## config.mk

```make
export PLATFORM = sky130hd
export DESIGN_NAME = pwm_gen_multi_flat
export DESIGN_NICKNAME = d
export VERILOG_FILES = /design/src/rtl/pwm_gen_multi_pkg.sv /design/src/rtl/pwm_gen_multi_if.sv /design/src/rtl/pwm_gen_multi_channel.sv /design/src/rtl/pwm_gen_multi.sv /design/src/flat_wrapper.sv
export SDC_FILE = /design/constraint.sdc
export NUM_CORES = 1
export LEC_CHECK = 0
export CORE_MARGIN = 5
export CORE_UTILIZATION = 40
export CTS_BUF_LIST = sky130_fd_sc_hd__clkbuf_4 sky130_fd_sc_hd__clkbuf_8 sky130_fd_sc_hd__clkbuf_16
export CTS_CLUSTER_DIAMETER = 200
export CTS_CLUSTER_SIZE = 10
export DETAILED_ROUTE_END_ITERATION = 8
export GPL_TIMING_DRIVEN = 0
export HOLD_SLACK_MARGIN = 0.12
export PLACE_DENSITY = 0.63
export SLEW_MARGIN = 20
export SYNTH_ARGS = -nofsm -noshare
export SYNTH_HDL_FRONTEND = slang
export SYNTH_SLANG_ARGS = --single-unit
```

## constraint.sdc

```tcl
create_clock -name i_clk -period 3.45 [get_ports i_clk]
set_clock_uncertainty 0.1 [all_clocks]
set_input_delay 0.345 -clock i_clk [delete_from_list [all_inputs] [get_ports i_clk]]
set_output_delay 0.345 -clock i_clk [all_outputs]
set_load 0.01 [all_outputs]
```

## src/rtl/pwm_gen_multi_pkg.sv

```systemverilog
// Shared constants and helpers for the multi-channel PWM generator and the
// control FSM that feeds it duty values.
package pwm_pkg;

  localparam int PERIOD_DFLT = 100;

  localparam int DUTY_OFF  = 0;
  localparam int DUTY_LOW  = 40;
  localparam int DUTY_MID  = 70;
  localparam int DUTY_HIGH = 95;

  typedef enum logic [1:0] {
    LVL_OFF  = 2'd0,
    LVL_LOW  = 2'd1,
    LVL_MID  = 2'd2,
    LVL_HIGH = 2'd3
  } motor_lvl_e;

  // Bits needed to hold values 0..value-1; callers pass PERIOD+1.
  function automatic int clog2(input int value);
    int r;
    r = 0;
    for (int i = 0; i < 31; i++) begin
      if ((1 << i) < value) r = i + 1;
    end
    return r;
  endfunction

  function automatic int level_duty(input motor_lvl_e lvl);
    int d;
    d = DUTY_OFF;
    case (lvl)
      LVL_LOW:  d = DUTY_LOW;
      LVL_MID:  d = DUTY_MID;
      LVL_HIGH: d = DUTY_HIGH;
      default:  d = DUTY_OFF;
    endcase
    return d;
  endfunction

endpackage

```

## src/rtl/pwm_gen_multi_if.sv

```systemverilog
// Control/observation bundle between the control FSM (master) and the PWM block
// (slave); duty is packed per channel, channel k at [k*CNT_W +: CNT_W].
interface pwm_gen_multi_if
  import pwm_pkg::*;
#(
  parameter int NUM_CH = 2,
  parameter int CNT_W  = clog2(PERIOD_DFLT + 1)
);
  logic                      i_en;
  logic                      i_load;
  logic [NUM_CH*CNT_W-1:0]   i_duty;
  logic [NUM_CH-1:0]         o_pwm;
  logic                      o_period_end;
  logic [NUM_CH-1:0]         o_settled;

  modport master (
    output i_en, i_load, i_duty,
    input  o_pwm, o_period_end, o_settled
  );

  modport slave (
    input  i_en, i_load, i_duty,
    output o_pwm, o_period_end, o_settled
  );
endinterface

```

## src/rtl/pwm_gen_multi_channel.sv

```systemverilog
// One PWM channel: clamped target, boundary-applied (optionally ramped) active
// compare, registered output one cycle after the counter value.
module pwm_channel
  import pwm_pkg::*;
#(
  parameter int CNT_W     = 7,
  parameter int PERIOD    = PERIOD_DFLT,
  parameter int RAMP_STEP = 0,
  parameter bit INVERT    = 1'b0
) (
  input  logic             clk,
  input  logic             rst,
  input  logic             en,
  input  logic             load,
  input  logic [CNT_W-1:0] duty,
  input  logic [CNT_W-1:0] cnt,
  input  logic             boundary,
  output logic             pwm,
  output logic             settled
);

  localparam int STEP_C = (RAMP_STEP > PERIOD) ? PERIOD : RAMP_STEP;
  localparam logic [CNT_W:0] PERIOD_W = (CNT_W + 1)'(PERIOD);
  localparam logic [CNT_W:0] STEP_W   = (CNT_W + 1)'(STEP_C);

  logic [CNT_W-1:0] target;
  logic [CNT_W-1:0] active;
  logic [CNT_W-1:0] duty_clamped;
  logic [CNT_W-1:0] active_nxt;
  logic [CNT_W:0]   gap;
  logic [CNT_W:0]   stp;
  logic [CNT_W:0]   sum;

  assign duty_clamped = ({1'b0, duty} > PERIOD_W) ? PERIOD_W[CNT_W-1:0] : duty;

  // The step is limited to the remaining gap, so the ramp never overshoots.
  always_comb begin
    gap        = '0;
    stp        = '0;
    sum        = '0;
    active_nxt = active;
    if (RAMP_STEP == 0) begin
      active_nxt = target;
    end else if (target > active) begin
      gap        = {1'b0, target} - {1'b0, active};
      stp        = (gap < STEP_W) ? gap : STEP_W;
      sum        = {1'b0, active} + stp;
      active_nxt = (sum > PERIOD_W) ? PERIOD_W[CNT_W-1:0] : sum[CNT_W-1:0];
    end else begin
      gap        = {1'b0, active} - {1'b0, target};
      stp        = (gap < STEP_W) ? gap : STEP_W;
      sum        = {1'b0, active} - stp;
      active_nxt = sum[CNT_W-1:0];
    end
  end

  always_ff @(posedge clk) begin
    if (rst) begin
      target <= '0;
      active <= '0;
      pwm    <= INVERT;
    end else begin
      if (load) target <= duty_clamped;
      // Disable drops the compare to 0 so a re-enable ramps up from scratch.
      if (!en) begin
        active <= '0;
      end else if (boundary) begin
        active <= active_nxt;
      end
      pwm <= ((cnt < active) && en) ^ INVERT;
    end
  end

  assign settled = (active == target);

endmodule

```

## src/rtl/pwm_gen_multi.sv

```systemverilog
// Multi-channel PWM: shared 0..PERIOD-1 counter, period-end pulse one cycle after
// the wrap edge, and NUM_CH compare channels with outputs one cycle behind cnt.
module pwm_gen_multi
  import pwm_pkg::*;
#(
  parameter int                NUM_CH    = 2,
  parameter int                PERIOD    = PERIOD_DFLT,
  parameter int                RAMP_STEP = 0,
  parameter logic [NUM_CH-1:0] INVERT    = '0
) (
  input  logic            i_clk,
  input  logic            i_rst,
  pwm_gen_multi_if.slave  bus
);

  localparam int CNT_W = clog2(PERIOD + 1);
  localparam logic [CNT_W-1:0] LAST = CNT_W'(PERIOD - 1);

  logic [CNT_W-1:0]  cnt;
  logic              boundary;
  logic              period_end;
  logic [NUM_CH-1:0] pwm_vec;
  logic [NUM_CH-1:0] settled_vec;

  assign boundary = bus.i_en && (cnt == LAST);

  always_ff @(posedge i_clk) begin
    if (i_rst) begin
      cnt        <= '0;
      period_end <= 1'b0;
    end else begin
      period_end <= boundary;
      if (!bus.i_en || boundary) begin
        cnt <= '0;
      end else begin
        cnt <= cnt + 1'b1;
      end
    end
  end

  for (genvar k = 0; k < NUM_CH; k++) begin : g_ch
    pwm_channel #(
      .CNT_W     (CNT_W),
      .PERIOD    (PERIOD),
      .RAMP_STEP (RAMP_STEP),
      .INVERT    (INVERT[k])
    ) u_ch (
      .clk      (i_clk),
      .rst      (i_rst),
      .en       (bus.i_en),
      .load     (bus.i_load),
      .duty     (bus.i_duty[k*CNT_W +: CNT_W]),
      .cnt      (cnt),
      .boundary (boundary),
      .pwm      (pwm_vec[k]),
      .settled  (settled_vec[k])
    );
  end

  assign bus.o_pwm        = pwm_vec;
  assign bus.o_settled    = settled_vec;
  assign bus.o_period_end = period_end;

endmodule

```

## src/flat_wrapper.sv

```systemverilog
// flat-port wrapper written by rule: the top's interface ports become plain ports
module pwm_gen_multi_flat import pwm_pkg::*;
#(
  parameter int                NUM_CH    = 2,
  parameter int                PERIOD    = PERIOD_DFLT,
  parameter int                RAMP_STEP = 0,
  parameter logic [NUM_CH-1:0] INVERT    = '0
)
  (i_clk, i_rst, bus_i_en, bus_i_load, bus_i_duty, bus_o_pwm, bus_o_period_end, bus_o_settled);
  pwm_gen_multi_if #(.NUM_CH(NUM_CH), .CNT_W((clog2((100) + 1)))) bus_i ();
  input  logic i_clk;
  input  logic i_rst;
  input wire logic [$bits(bus_i.i_en)-1:0] bus_i_en;
  input wire logic [$bits(bus_i.i_load)-1:0] bus_i_load;
  input wire logic [$bits(bus_i.i_duty)-1:0] bus_i_duty;
  output wire logic [$bits(bus_i.o_pwm)-1:0] bus_o_pwm;
  output wire logic [$bits(bus_i.o_period_end)-1:0] bus_o_period_end;
  output wire logic [$bits(bus_i.o_settled)-1:0] bus_o_settled;
  assign bus_i.i_en = bus_i_en;
  assign bus_i.i_load = bus_i_load;
  assign bus_i.i_duty = bus_i_duty;
  assign bus_o_pwm = bus_i.o_pwm;
  assign bus_o_period_end = bus_i.o_period_end;
  assign bus_o_settled = bus_i.o_settled;
  pwm_gen_multi #(.NUM_CH(NUM_CH), .PERIOD(PERIOD), .RAMP_STEP(RAMP_STEP), .INVERT(INVERT)) u_core (.i_clk(i_clk), .i_rst(i_rst), .bus(bus_i));
endmodule
```

# Word level (Yosys, flattened, before mapping)
# Cells that the tools add are included.
# Widths: inputs -> output; s select.
[totals] reg_bits=38 in_bits=18 output_inout_bits=5 word_cells=26
[classes] n_addsub=1 order_cmp=4 eq_ne=3 muxes=2 bitwise=1 reduce_logical=7
[op_table] operator="$eq 7x7->1" n=2
[op_table] operator="$gt 7x7->1 const B" n=2
[op_table] operator="$lt 7x7->1" n=2
[op_table] operator="$mux 7" n=2
[op_table] operator="$add 7x1->7 const B" n=1
[op_table] operator="$eq 7x7->1 const B" n=1
[op_table] operator="$reduce_or 2->1" n=2
[op_table] operator="$logic_and 1x1->1" n=3
[op_table] operator="$logic_not 1->1" n=1
[op_table] operator="$logic_or 1x1->1" n=1
[op_table] operator="$not 1->1" n=1

# Depth between registers and ports, before layout
# Gate-level depths: netlist (run 1).
[logic_depth] ltp_word=4 depth_mapped=5 ltp_nobuf=5

# Hierarchy
# Synthesis (run 1) repeated with hierarchy kept, for this count alone.
[unflattened] hier_cells=204 hier_area_um2=1954.4
[modules_own_cells] module="pwm_channel" instances=2 cells_each=84 area_per_inst_um2=800.8
[modules_own_cells] module="pwm_gen_multi" instances=1 cells_each=36 area_per_inst_um2=352.8

# Least setup slack after synthesis (run 1)
# OpenSTA, ideal clock, no wires.
[synth_timing] path_kind="reg2reg" from="reg u_core.cnt[0]" to="reg u_core.g_ch[1].u_ch.active[1]" setup_ns=0.121 t_arrival_ns=1.230 path_slack_ns=1.999 stages_incl_launch_ff=6 n_path_buf=1 period_less_slack_ns=1.451 path_cell_list="dfxtp_1 > ha_1 > nand4bb_1 > nor2_4 > buf_4 > o31ai_1"
[synth_between] elab_chain_cells=2
[synth_lines] element="start: declaration" line_no="pwm_gen_multi.sv:19" rtl="logic [CNT_W-1:0] cnt;"
[synth_lines] element="start signal: assignment" line_no="pwm_gen_multi.sv:36" rtl="cnt <= cnt + 1'b1;"
[synth_lines] element="$eq 7x7->1" line_no="pwm_gen_multi.sv:25" rtl="assign boundary = bus.i_en && (cnt == LAST);"
[synth_lines] element="$logic_and 1x1->1" line_no="pwm_gen_multi.sv:25"
[synth_lines] element="end signal: assignment" line_no="pwm_gen_multi_channel.sv:68" rtl="active <= active_nxt;"
[synth_lines] element="end: declaration" line_no="pwm_gen_multi_channel.sv:27" rtl="logic [CNT_W-1:0] active;"
# No other way between the ends.
# A chain may end at the register's enable or synchronous reset.

# Worst setup path after layout (run 1)
[layout_timing] from="reg u_core.g_ch[1].u_ch.target[0]" to="out bus_o_settled[1]"
[layout_between] elab_chain_cells=1
[layout_lines] element="start: declaration" line_no="pwm_gen_multi_channel.sv:26" rtl="logic [CNT_W-1:0] target;"
[layout_lines] element="start signal: assignment" line_no="pwm_gen_multi_channel.sv:63" rtl="if (load) target <= duty_clamped;"
[layout_lines] element="$eq 7x7->1" line_no="pwm_gen_multi_channel.sv:74" rtl="assign settled = (active == target);"
[layout_lines] element="end: declaration" line_no="flat_wrapper.sv:18" rtl="output wire logic [$bits(bus_i.o_settled)-1:0] bus_o_settled;"
# No other way between the ends.

==> results of run 1 <==
metrics by stage:
step,hold slack [ps],setup WS [ps],power [uW],std cells,utilization (%)
4_1_cts,399,1150,850,305,49.4
3_3_place_gp,388,1430,559,298,47.7
6_report,401,1150,839,305,49.4
2_1_floorplan,314,2000,516,209,-
5_1_grt,423,1070,878,305,49.4
3_5_place_dp,388,1370,560,298,47.7
area by class of cell:
class	instances	area share (%)
plain buffers	13	3.17
repair buffers	22	9.45
multi-input cells	144	45.5
inverters	14	2.25
clock inverters	2	0.429
well taps	67	3.60
clock buffers	5	2.95
flip-flops and latches	38	32.6
layer usage:
layer / share of wire, % / vias to the layer above / track usage (%)
met3: 2.5 / 9 / 3.50
met1: 48 / 749 / 19.9
li1: - / 815 / -
met4: 3.1 / 0 / 8.95
met5: 0 / - / 0
met2: 46 / 19 / 24.0
Yosys cell counts (5+ instances only):
master and instances:
nand2_1 5, xor2_1 8, ha_1 13, nor2_1 7, inv_1 14, nand4_1 14
buf_2 5, dfxtp_1 38, xnor2_1 9, nand2b_1 11, buf_4 5, nand3_1 10
a21oi_1 10, o31ai_1 12
final timing paths:
path / start / endpoint / depth (start not counted)
setup / recovery: u_core.g_ch[1].u_ch.active_nxt[0] / bus_o_settled[1] / 5
hold / removal: u_core.g_ch[1].u_ch.active_nxt[1] / u_core.g_ch[1].u_ch.active_nxt[1] / 2
setup reg to reg: u_core.cnt[0] / u_core.g_ch[0].u_ch.active[4] / 5
hold reg to reg: u_core.g_ch[1].u_ch.active_nxt[1] / u_core.g_ch[1].u_ch.active_nxt[1] / 2
sequential cells by signal, indices dropped and copies added, names as in the netlist:
register and cells:
u_core.g_ch.u_ch.active 14, u_core.g_ch.u_ch.pwm 2, u_core.bus.o_period_end 1, u_core.cnt 7, u_core.g_ch.u_ch.active_nxt 14
power by group:
group	internal, uW	switching (uW)	leakage [uW]
Combinational	50.2	38.8	0.000519
Sequential	449	10.9	0.000309
Clock	136	154	0.0000438
Total	635	204	0.000871
kinds of logic (layout without fill, tap and decap cells):
family,count (synthesis),in the layout,share of synthesized area [%]
xor gates and xnor gates,17,17,7.64
adders and majority gates,13,13,8.35
DFF,38,38,39.0
and+or+nand+nor,64,64,19.6
muxes,4,4,2.06
buffers and inverters,27,56,6.49
AOI/OAI and AO/OA,46,46,16.8
worst min-delay path, delay by kind of cell, from the launching register on:
kind | cells | cell delay (ps)
flip-flops | 1 | 330
AO/OA/AOI/OAI | 1 | 50
AND/OR/NAND/NOR | 1 | 70
==> out/metrics.cfg, run 1 <==
[placed_design]
io_buffers = 22
dpl_cell_area_mm2 = 0.00225
hpwl_um = 3260
globalplace.congestion = 0.765

[sta]
hold_viol_final = 0
max_freq_ghz = 0.435
post-route-period-util_pct = 66.6
relSlewSlack_pct = 67.2
setup_viol = 0
rsz0062_at_grt = false
tightest_slew_ps = 486
maxSlewViolCount = 0
min_period_ps = 2300
tns_ps = 0

[yosys]
seq_area_frac_synth_pct = 39.0
syn_nets = 240
syn_area_per_cell_um2 = 9.32
async_flop_share_pct = 0
post-synth-top-area-fraction_pct = 39.0
ys_ff_latch = 38
synth_area_leaders = dfxtp_1 (39%), ha_1 (8.3%), o31ai_1 (4.6%)
synth-main-ff-cell = dfxtp_1
synth_top_area_cell = dfxtp_1
ys_types = 38
synth_edf_count = 0
yosys_warnings = 0
syn-cell-area_mm2 = 0.00195
synthCells = 209

[setup_path]
required_ps = 3000
worstSetupPathType = reg2out
crit_path_cell_trace = xnor2_1, nand4_1, nor4_1, buf_4, clkdlybuf4s50_1
crit_path_start_kind = flip-flop
arrival_ps = 1850
end_kind = output pin
crit_family = buffers and inverters
critPathSlowestCell = clkdlybuf4s50_1
cp_slowest_stage_delay_ps = 520
r2r_slack_ps = 1750
cp_max_fo = 3
worst-path-buf-inv = 2

[clock_network]
cts_num_sinks = 38
clk_pin_slew_worst_paths_ps = 70
h-tree-depth = 2
postCtsSetupBuffers = 0
cts_made_buffers = 5
clock_latency_ps = 290
clock_path_buffers = 2
cts_resized = 0
root_buffer = clkbuf_8
cts_hold_buf = 0
cts_tree = built

[floorplan]
core_mm2 = 0.00472
row_count = 25
ios = 23
fp.dieH_um = 79.8
die_area_mm2 = 0.00637
fp.dieW_um = 79.8
start_util_pct = 41.2

[global_routing]
antenna_found_initial = 0
grt_max_degree = 12
grt_first_pass_wirelength_um = 7620
grt_pass1_vias = 1625
grt.total_usage_pct = 15.6
grt-ovfl-total = 0

[final_layout]
n_antenna_cell = 0
final_layout_size_suffix_gt1_share_pct = 10.5
num-fill-cells = 465
regArea_um2 = 761
syn2layout_area_growth_pct = 19.7
fin_area_mm2 = 0.00233
final_nets = 269
multi_input_area_mm2 = 0.00106
final_cell_mix = dfxtp_1 (38), clkdlybuf4s50_1 (22), inv_1 (14), nand4_1 (14), ha_1 (13)
layout_commonest_cell = dfxtp_1

[drt]
detail_route.wl_per_cell_um = 14.4
via_count = 1592
antenna_left = 0
drt-initial-drc-count = 54
via_per_inst = 5.22
detailedRoute.firstPassIterationCount = 4
wirelength_um = 4390
drcViolationCount = 0

[power]
p_per_area_mw_per_mm2 = 360
power.leakage_uw = 0.000871
ir_drop_mv = 0.176

[job]
max_cap_viol_count = 0

[hold_path]
hold_class = reg2reg

[run_status]
outcome = completed

No activity file was read; power rests on OpenSTA's default activity.
==> run 2, diff against run 1 <==
--- a/config.mk
+++ b/config.mk
@@ -13,7 +13,7 @@
 export DETAILED_ROUTE_END_ITERATION = 8
 export GPL_TIMING_DRIVEN = 0
 export HOLD_SLACK_MARGIN = 0.12
-export PLACE_DENSITY = 0.63
+export PLACE_DENSITY = 0.66
 export SLEW_MARGIN = 20
 export SYNTH_ARGS = -nofsm -noshare
 export SYNTH_HDL_FRONTEND = slang
==> constraint.sdc (replaced) <==
create_clock -name i_clk -period 2 [get_ports i_clk]
set_clock_uncertainty 0.1 [all_clocks]
set_input_delay 0.2 -clock i_clk [delete_from_list [all_inputs] [get_ports i_clk]]
set_output_delay 0.2 -clock i_clk [all_outputs]
set_load 0.01 [all_outputs]
==> run 2 against run 1 <==
  * Non-clock buffer count is the same
  * Cell count grew 0.33%
  * Clock power grew to 2.8 times the previous value
  * Worst hold slack lost 22 ps
  * Sequential power grew 73%
  * Largest power group is now clock
==> out/metrics.cfg, run 2 (same netlist as run 1, synthesis figures left out) <==
[run_status]
outcome = completed

[sta]
tightest_slew_ps = 526
tns_ps = 0
maxSlewViolCount = 0
rsz0062_at_grt = false
hold_viol_final = 0
relSlewSlack_pct = 64.5
holdWs_ps = 379
setup_viol = 0
post-route-period-util_pct = 90.8
max_freq_ghz = 0.551
min_period_ps = 1820

[setup_path]
critPathLaunch = u_core.g_ch[0].u_ch.active[1]
critPathSlowestCell = dfxtp_1
cp_max_fo = 2
worstSetupPathType = reg2out
crit_path_start_kind = flip-flop
worst-path-buf-inv = 2
required_ps = 1700
arrival_ps = 1520
crit_family = buffers and inverters
cp_slowest_stage_delay_ps = 320
reg2reg_from = u_core.cnt[1]
crit_path_cell_trace = xnor2_1, nand4_1, nor4_2, buf_4, dlygate4sd2_1
end_kind = output pin

[floorplan]
ios = 23
die_area_mm2 = 0.00637
fp.dieH_um = 79.8
row_count = 25
fp.dieW_um = 79.8
start_util_pct = 41.2
core_mm2 = 0.00472

[global_routing]
grt.total_usage_pct = 15.6
grt_max_degree = 13
grt_first_pass_wirelength_um = 7580
antenna_found_initial = 0
grt-ovfl-total = 0
grt_pass1_vias = 1561

[drt]
detailedRoute.firstPassIterationCount = 4
detail_route.wl_per_cell_um = 14.2
wirelength_um = 4340
drt-initial-drc-count = 92
drcViolationCount = 0
via_per_inst = 5.30
via_count = 1621
antenna_left = 0

[power]
clkPwrFrac_pct = 46.1
p_int_uw = 1390
power.leakage_uw = 0.000916
switchingPower_uw = 364
switching_share_pct = 20.7
ir_drop_mv = 0.558
p_comb_share_pct = 8.6
p_total_uw = 1760
power_frac_seq_pct = 45.3
p_per_area_mw_per_mm2 = 730

[final_layout]
n_antenna_cell = 0
syn2layout_area_growth_pct = 23.6
layout_commonest_cell = dfxtp_1
final_layout_size_suffix_gt1_share_pct = 13.0
fin_area_mm2 = 0.00241
final_nets = 269
final_cell_mix = dfxtp_1 (34), clkdlybuf4s50_1 (20), inv_1 (14), nand4_1 (14), ha_1 (13)
utilization_pct = 51.0

[clock_network]
h-tree-depth = 2
clk_pin_slew_worst_paths_ps = 80
root_buffer = clkbuf_8
cts_num_sinks = 38
cts_made_buffers = 5
cts_tree = built
clock_path_buffers = 2
clock_latency_ps = 290

[job]
max_cap_viol_count = 0

[hold_path]
hold_class = in2reg
hold_path_startpoint = bus_i_duty[7]

[placed_design]
globalplace.congestion = 0.795
hpwl_um = 3250
io_buffers = 22
dpl_cell_area_mm2 = 0.00225

-- run 2: stage by stage --
stage	std cells	setup slack, ps
3_3_place_gp	298	133
2_1_floorplan	209	549
3_5_place_dp	298	94.8
4_1_cts	306	-104
6_report	306	184
5_1_grt	306	21.3
-- run 2: repair_timing --
item,4_1_cts,5_1_grt
cloned,0,0
setup buffers,0,0
hold buffers,0,0
pin swaps,2,1
resized for setup,3,4
setup endpoints to repair,2,2
-- run 2: final timing paths --
check	endpoint	cells past startpoint	slack [ps]
worst max-delay path	bus_o_settled[0]	5	180
worst min-delay path	u_core.g_ch[1].u_ch.active_nxt[0]	3	380
worst max register to register	u_core.g_ch[0].u_ch.active[4]	5	300
worst min register to register	u_core.g_ch[0].u_ch.active_nxt[1]	2	390
-- run 2: area by class of cell --
| class | count | area, um2 |
|---|---|---|
| buffer | 13 | 73.8 |
| clock buffer | 6 | 82.6 |
| clock inverter | 2 | 60.1 |
| fill | 447 | 2320 |
| inverter | 14 | 52.6 |
| multi-input combinational | 144 | 1070 |
| sequential | 38 | 766 |
| tap | 67 | 83.8 |
| timing repair buffer | 22 | 221 |
-- run 2: worst reg2reg max path: stages, from the launching register on --
cell	delay, ps
dfxtp_1	410
ha_1	270
nand4bb_1	200
nor2_4	270
buf_4	250
o31ai_1	80
-- run 2: per-layer routing --
| layer | global-route usage (%) | vias to the layer above | part of all wire [%] |
|---|---|---|---|
| met5 | 0 | - | 0 |
| met3 | 4.18 | 7 | 2.7 |
| li1 | - | 818 | - |
| met1 | 20.3 | 778 | 48 |
| met4 | 6.59 | 0 | 2.1 |
| met2 | 24.3 | 18 | 47 |
-- run 2: power by group through the flow --
stage,sequential (uW),combinational [uW],clock [uW]
after floorplan,806,83.4,0
after global placement,812,152,0
after detailed placement,812,153,0
after CTS,795,152,826
after global routing,798,169,860
final,795,152,810
==> run 3, diff against run 2 <==
--- a/config.mk
+++ b/config.mk
@@ -5,15 +5,15 @@
 export SDC_FILE = /design/constraint.sdc
 export NUM_CORES = 1
 export LEC_CHECK = 0
-export CORE_MARGIN = 5
-export CORE_UTILIZATION = 40
+export CORE_MARGIN = 4
+export CORE_UTILIZATION = 29
 export CTS_BUF_LIST = sky130_fd_sc_hd__clkbuf_4 sky130_fd_sc_hd__clkbuf_8 sky130_fd_sc_hd__clkbuf_16
 export CTS_CLUSTER_DIAMETER = 200
 export CTS_CLUSTER_SIZE = 10
 export DETAILED_ROUTE_END_ITERATION = 8
 export GPL_TIMING_DRIVEN = 0
 export HOLD_SLACK_MARGIN = 0.12
-export PLACE_DENSITY = 0.66
+export PLACE_DENSITY = 0.52
 export SLEW_MARGIN = 20
 export SYNTH_ARGS = -nofsm -noshare
 export SYNTH_HDL_FRONTEND = slang
==> run 3 against run 2 <==
  * Cell count is 3.3% higher
  * Wire length is 3.0% higher
  * Sequential power hardly changed
  * Worst setup slack better by 42 ps
  * Core utilization is 14 points lower
  * Non-clock buffer count stayed put
  * Global-route usage is 4.0 points lower
  * First-iteration DRC count is 28% lower
  * Register-to-register slack worse by 20 ps
  * Critical endpoint is now bus_o_settled[1]
==> out/metrics.cfg, run 3 (same netlist as run 1, synthesis figures left out) <==
[run_status]
outcome = completed

[setup_path]
rr_worst_depth = 5
arrival_ps = 1470
worstSetupPathType = reg2out
worst-path-buf-inv = 2
crit_family = flip-flops
critPathSlowestCell = dfxtp_1
path_depth = 5
crit_path_start_kind = flip-flop
required_ps = 1700
end_kind = output pin
cp_slowest_stage_delay_ps = 400
crit_path_cell_trace = xnor2_1, nand4_1, nor4_2, buf_4, dlymetal6s2s_1
cp_max_fo = 3

[placed_design]
io_buffers = 22
hpwl_um = 3380
dpl_cell_area_mm2 = 0.00226
globalplace.congestion = 0.762

[floorplan]
start_util_pct = 30.3
ios = 23
fp.dieH_um = 90.0
die_area_mm2 = 0.00809
row_count = 29
core_mm2 = 0.00642
fp.dieW_um = 90.0

[sta]
min_period_ps = 1770
relSlewSlack_pct = 68.2
maxSlewViolCount = 0
max_freq_ghz = 0.564
setup_viol = 0
tightest_slew_ps = 471
post-route-period-util_pct = 88.7
tns_ps = 0
hold_viol_final = 0
rsz0062_at_grt = false

[drt]
drt-initial-drc-count = 66
via_count = 1582
detailedRoute.firstPassIterationCount = 3
via_per_inst = 5.01
drcViolationCount = 0
wirelength_um = 4470
antenna_left = 0
detail_route.wl_per_cell_um = 14.1

[clock_network]
cts_num_sinks = 38
root_buffer = clkbuf_8
cts_tree = built
cts_made_buffers = 5
cts_hold_buf = 0
clock_latency_ps = 290
postCtsSetupBuffers = 0
clock_path_buffers = 2
h-tree-depth = 2
clk_pin_slew_worst_paths_ps = 80

[hold_path]
hold_depth = 3
hold_class = in2reg

[global_routing]
gr-usage-met2_pct = 18.8
grtUsageMet1_pct = 15.0
grt.total_usage_pct = 11.6
grt_first_pass_wirelength_um = 7650
antenna_found_initial = 0
grt_max_degree = 13
grt_pass1_vias = 1610
grtUsageMet3_pct = 1.84
grt-ovfl-total = 0
busiest_layer = met2

[final_layout]
n_antenna_cell = 0
utilization_pct = 37.2
final_cell_mix = dfxtp_1 (32), clkdlybuf4s50_1 (20), inv_1 (14), nand4_1 (14), ha_1 (13)
syn2layout_area_growth_pct = 22.6
layout_commonest_cell = dfxtp_1
fin_area_mm2 = 0.00239
final_nets = 269
final_layout_size_suffix_gt1_share_pct = 14.6

[power]
ir_drop_mv = 0.214
power.leakage_uw = 0.000896
p_per_area_mw_per_mm2 = 628

[job]
max_cap_viol_count = 0

[run 3: worst register-to-register path, cell delays in order, from the launching register on]
cell       delay (ps)
dfxtp_1           430
ha_1              270
nand4bb_1         210
nor2_4            270
buf_4             250
o31ai_1            80
[run 3: final cells by class]
type | count | area [um2]
fill | 655 | 4030
multi-input combinational | 144 | 1080
sequential | 38 | 768
timing repair buffer | 22 | 221
tap | 77 | 96.3
clock buffer | 6 | 82.6
buffer | 13 | 73.8
inverter | 14 | 52.6
clock inverter | 2 | 12.5
[run 3: final timing paths]
check / start / to / slack [ps]
setup reg to reg: u_core.cnt[0] / u_core.g_ch[0].u_ch.active[5] / 280
setup / recovery: u_core.g_ch[1].u_ch.active_nxt[3] / bus_o_settled[1] / 230
hold / removal: bus_i_duty[7] / u_core.g_ch[1].u_ch.active_nxt[0] / 390
hold reg to reg: u_core.g_ch[0].u_ch.active_nxt[1] / u_core.g_ch[0].u_ch.active_nxt[1] / 390
[run 3: what timing repair did]
action	in CTS	in global routing
pin swaps	2	2
setup endpoints to repair	2	2
gates resized for setup	6	5
[run 3: layer usage]
metal / part of all wire, % / wire length (um) / up-vias
met5: 0 / 0 / -
met4: 2.0 / 89 / 0
met3: 1.4 / 64 / 7
met2: 47 / 2080 / 11
met1: 50 / 2230 / 742
li1: - / - / 822
[run 3: stage by stage]
stage | instances | hold slack, ps | worst slack, ps | total power [uW]
2_1_floorplan | 209 | 169 | 549 | 890
3_3_place_gp | 308 | 390 | 101 | 967
3_5_place_dp | 308 | 399 | 92.3 | 967
4_1_cts | 316 | 387 | -110 | 1520
5_1_grt | 316 | 412 | 113 | 1570
6_report | 316 | 385 | 226 | 1500
[run 3: power by group]
group          switching (uW)  internal (uW)  total, uW
registers                20.2            776        796
clock network             272            277        549
logic                    68.5           86.4        155
